### config.mk
export PLATFORM = sky130hd
export DESIGN_NAME = top_deserializer
export DESIGN_NICKNAME = d
export VERILOG_FILES = /design/src/rtl/top_deserializer.sv
export SDC_FILE = /design/constraint.sdc
export NUM_CORES = 1
export LEC_CHECK = 0
export CORE_MARGIN = 3
export CORE_UTILIZATION = 48
export CTS_CLUSTER_SIZE = 20
export DETAILED_ROUTE_END_ITERATION = 12
export PLACE_DENSITY_LB_ADDON = 0.12
export SKIP_CTS_REPAIR_TIMING = 1
export SLEW_MARGIN = 10
export SYNTH_ARGS = -nofsm -noshare
export SYNTH_HDL_FRONTEND = slang
export SYNTH_SLANG_ARGS = --single-unit
### constraint.sdc
create_clock -name clk -period 1.65 [get_ports clk]
set_input_delay 0.33 -clock clk [delete_from_list [all_inputs] [get_ports clk]]
set_output_delay 0.33 -clock clk [all_outputs]
set_load 0.1 [all_outputs]
### src/rtl/top_deserializer.sv
// Serial-to-parallel receiver: rebuilds MSB-first frames of MIN_LEN..DATA_W bits
// into a left-aligned parallel word plus its length (mod DATA_W).
module top_deserializer #(
  parameter int DATA_W  = 16,
  parameter int MOD_W   = $clog2(DATA_W),
  parameter int MIN_LEN = 3
) (
  input  logic              clk,
  input  logic              i_rst_n,
  input  logic              i_ser_data,
  input  logic              i_ser_data_val,
  output logic [DATA_W-1:0] o_deser_data,
  output logic [MOD_W-1:0]  o_deser_data_mod,
  output logic              o_deser_data_val,
  output logic              o_busy,
  output logic              o_drop
);

  typedef enum logic {IDLE, RECV} state_t;

  localparam logic [DATA_W-1:0] TOP_BIT  = {1'b1, {(DATA_W-1){1'b0}}};
  localparam logic [MOD_W:0]    CNT_LAST = (MOD_W+1)'(DATA_W-1);
  localparam logic [MOD_W:0]    CNT_MIN  = (MOD_W+1)'(MIN_LEN);
  localparam logic [MOD_W:0]    CNT_ONE  = (MOD_W+1)'(1);

  state_t              state_q, state_d;
  logic [MOD_W:0]      cnt_q, cnt_d;
  logic [DATA_W-1:0]   sr_q, sr_d;
  logic [DATA_W-1:0]   data_q, data_d;
  logic [MOD_W-1:0]    mod_q, mod_d;
  logic                val_q, val_d;
  logic                drop_q, drop_d;
  logic [DATA_W-1:0]   bit_mask;
  logic [DATA_W-1:0]   sr_ins;

  always_comb begin
    state_d  = state_q;
    cnt_d    = cnt_q;
    sr_d     = sr_q;
    data_d   = data_q;
    mod_d    = mod_q;
    val_d    = 1'b0;
    drop_d   = 1'b0;
    // Unreceived positions are already zero, so inserting a bit is a plain OR.
    bit_mask = TOP_BIT >> cnt_q;
    sr_ins   = sr_q | (i_ser_data ? bit_mask : '0);

    unique case (state_q)
      IDLE: begin
        if (i_ser_data_val) begin
          sr_d    = i_ser_data ? TOP_BIT : '0;
          cnt_d   = CNT_ONE;
          state_d = RECV;
        end
      end
      RECV: begin
        if (i_ser_data_val) begin
          sr_d  = sr_ins;
          cnt_d = cnt_q + CNT_ONE;
          // Full-length frame closes on the same edge as its last bit.
          if (cnt_q == CNT_LAST) begin
            data_d  = sr_ins;
            mod_d   = '0;
            val_d   = 1'b1;
            cnt_d   = '0;
            state_d = IDLE;
          end
        end else begin
          if (cnt_q >= CNT_MIN) begin
            data_d = sr_q;
            mod_d  = cnt_q[MOD_W-1:0];
            val_d  = 1'b1;
          end else begin
            drop_d = 1'b1;
          end
          cnt_d   = '0;
          state_d = IDLE;
        end
      end
      default: state_d = IDLE;
    endcase
  end

  always_ff @(posedge clk or negedge i_rst_n) begin
    if (!i_rst_n) begin
      state_q <= IDLE;
      cnt_q   <= '0;
      sr_q    <= '0;
      data_q  <= '0;
      mod_q   <= '0;
      val_q   <= 1'b0;
      drop_q  <= 1'b0;
    end else begin
      state_q <= state_d;
      cnt_q   <= cnt_d;
      sr_q    <= sr_d;
      data_q  <= data_d;
      mod_q   <= mod_d;
      val_q   <= val_d;
      drop_q  <= drop_d;
    end
  end

  assign o_deser_data     = data_q;
  assign o_deser_data_mod = mod_q;
  assign o_deser_data_val = val_q;
  assign o_drop           = drop_q;
  assign o_busy           = (state_q == RECV);

endmodule

==> results of run 1 <==
-- routing by layer --
metal	vias to the layer above	global-route usage, %
met4	0	7.23
met5	-	0
met1	712	22.2
met2	45	32.8
met3	8	5.65
li1	658	-
-- power by group through the flow --
stage	clock, W	sequential (W)	combinational, W
2_1_floorplan	0	0.00168	0.000207
3_3_place_gp	0	0.00127	0.00102
3_5_place_dp	0	0.00128	0.00104
4_1_cts	0.000704	0.00126	0.00104
5_1_grt	0.000744	0.00127	0.00108
6_report	0.000686	0.00126	0.00104
-- per-stage QoR --
stage          cells  util, %
2_1_floorplan    164        -
5_1_grt          257     72.5
6_report         257     72.5
3_3_place_gp     248     69.5
3_5_place_dp     248     69.5
4_1_cts          256     71.9
-- area by class of cell --
cell class	count	area (um2)
inverter	17	66.3
multi-input combinational	96	763
clock buffer	8	90.1
timing repair buffer	44	647
fill	245	1040
sequential	44	1110
tap	48	60.1
-- registers in the layout, indices dropped and copies added, names as in the netlist --
name / count
o_deser_data_val: 1
o_busy: 1
sr_q: 16
o_deser_data: 16
o_drop: 1
o_deser_data_mod: 4
cnt_q: 5
-- cell usage after synthesis (3+ instances only) --
cell type and number:
sky130_fd_sc_hd__clkbuf_1 3, sky130_fd_sc_hd__and2_1 9, sky130_fd_sc_hd__nor2_1 16, sky130_fd_sc_hd__dfrtp_1 44, sky130_fd_sc_hd__mux2i_1 10, sky130_fd_sc_hd__inv_1 16, sky130_fd_sc_hd__a22o_1 3, sky130_fd_sc_hd__mux2_2 4
sky130_fd_sc_hd__a31oi_1 7, sky130_fd_sc_hd__nor2b_1 5, sky130_fd_sc_hd__a21oi_1 3, sky130_fd_sc_hd__ha_1 6, sky130_fd_sc_hd__a41o_1 5, sky130_fd_sc_hd__and4b_1 3
-- final timing paths --
path	to	slack, ns	cells after the start
setup / recovery	o_deser_data[10]	-0.05	5
hold / removal	o_deser_data_mod[3]	0.45	2
setup reg to reg	o_deser_data[10]	-0.05	5
hold reg to reg	sr_q[14]	0.49	2
max in group asynchronous	o_deser_data[1]	0.63	3
min in group clk	sr_q[14]	0.49	2
-- logic make-up after synthesis --
| family | after synthesis | synth area share, % |
|---|---|---|
| AND/OR/NAND/NOR | 44 | 12.5 |
| multiplexers | 16 | 8.61 |
| flip-flops | 44 | 56.6 |
| AO/OA/AOI/OAI | 30 | 12.8 |
| buffers and inverters | 24 | 5.66 |
| adder cells (fa/ha/maj) | 6 | 3.86 |
==> metrics.csv, run 1 <==
stage,metric,value,unit
status,run_status,finished with violations,
status,violations_in_the_final_reports,negative setup slack,
pwr,vdd.ir_drop.worst,0.797,mV
grt,grt_pass1_wl,7240,um
placed_design,dp_hpwl,3140,um
logic_synthesis,async_flop_share,100,%
clock_network,clkTransAtPathRegs,0.08,ns
pwr,power.share.switching,36.7,%
cells_and_area,final_net_count,218,
grt,gr-total-overflow,0,
cells_and_area,post_route_cells_drive_above_1_share,29.2,%
cells_and_area,fin_area,2730,um2
pwr,clock_share_of_power,23.0,%
setup_path,r2r_start,cnt_q[1],
logic_synthesis,synth_edf_count,0,
route,via_count,1423,
timing,clock.fmax,589,MHz
timing,report.final.hold_viol_count,0,
route,met3WireLength,232,um
placed_design,pre_cts_slack,-0.264,ns
setup_path,max_fanout_on_critical_path,7,
clock_network,worstSkewPairLatency,0.30,ns
timing,slew_at_the_pin_with_the_worst_max_slew_slack,0.315,ns
setup_path,critical_path_at,1.88,ns
route,first_iter_violations,121,
cells_and_area,final_cell_mix,"sky130_fd_sc_hd__dfrtp_1, sky130_fd_sc_hd__buf_12, sky130_fd_sc_hd__inv_1, sky130_fd_sc_hd__nor2_1, sky130_fd_sc_hd__buf_4",
timing,setup_viol_count_final,16,
die,std_cell_rows,22,
setup_path,worst_setup_path_start_kind,register,
timing,final.setup_skew,0.00299,ns
timing,grt_setup_unrepaired,true,
setup_path,worstPathBufferInverterCount,2,
route,pre_antenna_drt_iters,4,
setup_path,cp-startpoint,cnt_q[1],
setup_path,cp_class,reg2reg,
die,initial_core_util,51.6,%
die,die_w,69.7,um
clock_network,cts_tree,yes,
setup_path,cp_data_required_time,1.84,ns
pwr,power.density_cell_area,1090,nW/um2
timing,report.final.slew_viol_count,0,
setup_path,critical-path-top-delay-family,compound AO/OA/AOI/OAI gates,
logic_synthesis,ys_seq_area_share,56.6,%
timing,fin_crit_share,103,%
die,i_o_pin_count,27,
logic_synthesis,synth.cell_area,1950,um2
logic_synthesis,avgSynthCellArea,11.9,um2
route,routed_wire_length_per_instance,16.4,um
route,number_of_remaining_drc_errors,0,
route,postRouteWirelength,4220,um
die,floorplan.die_area,4860,um2
logic_synthesis,netlist-cell-type-count,36,
placed_design,port_buffers,26,
clock_network,tritoncts_num_sinks,44,
logic_synthesis,synthesis.nets,174,
logic_synthesis,synth.area.top_cells,"sky130_fd_sc_hd__dfrtp_1, sky130_fd_sc_hd__mux2i_1, sky130_fd_sc_hd__ha_1",
logic_synthesis,ys_seq_elements,44,
route,met1Wirelength,1700,um
clock_network,cts-root-buf,sky130_fd_sc_hd__clkbuf_8,
grt,grt_antenna_before_repair,0,
grt,first_global_vias,1539,
timing,min_period,1.70,ns
logic_synthesis,synth_top_flop_cell,sky130_fd_sc_hd__dfrtp_1,
die,die_height,69.7,um
logic_synthesis,synthesis.instances,164,
grt,grt_start_max_net_pins,21,
timing,fin_setup_tns,-0.552,ns
pwr,power_total,0.00299,W
setup_path,slowest_stage,sky130_fd_sc_hd__dfrtp_2,
timing,final_critical_path_setup_slack,-0.0489,ns
pwr,power.share.combinational,34.8,%
pwr,intPower,0.00189,W
pwr,switching_power,0.00110,W
cells_and_area,area_growth_syn_to_layout,40.4,%
route,post_detailed_route_count_of_antenna_violating_nets,0,
setup_path,critical_path.max_stage_delay,0.44,ns
die,core_area,3770,um2
logic_synthesis,yosysWarningCount,0,
clock_network,htreeDepth,2,
flow_run,drv_cap,0,
clock_network,cts-root-to-sink-buffers,2,
placed_design,gp_congestion,0.931,
logic_synthesis,synthDominantCellAreaShare,56.6,%
grt,global_route.usage.total,19.0,%
pwr,leakagePower,1.34,nW
cells_and_area,layout.cells.most_common,sky130_fd_sc_hd__dfrtp_1,
route,routed.top_layer,met4,
timing,slew-limit-headroom,79.0,%
cells_and_area,insertedDiodeCount,0,
route,post_drt_via_cell_ratio,5.54,
timing,fin_hold_ws,0.451,ns
route,met2WireLength,2210,um
clock_network,cts_buffers,5,
setup_path,critical_path.endpoint_type,register,
placed_design,place_area,2620,um2
pwr,share_of_power_burned_in_registers,42.2,%
min_path,timing.hold.worst.class,in2async,
logic_synthesis,synth_area_leader_cell,sky130_fd_sc_hd__dfrtp_1,
setup_path,worstPathCellList,buf_6 -> a211o_1 -> o221ai_4 -> inv_4 -> mux2_4,
(Power assumes the default switching activity.)
==> run 2: changes to the inputs <==
GPL_ROUTABILITY_DRIVEN = 0   (was default)
SLEW_MARGIN = 20   (was 10)
==> results of run 2 <==
No change in the layout: final DEF, timing and power equal those of run 1.
==> run 3: changes to the inputs <==
ABC_CLOCK_PERIOD_IN_PS = 1650   (was default)
==> results of run 3 <==
No change in the layout: final DEF, timing and power equal those of run 1.
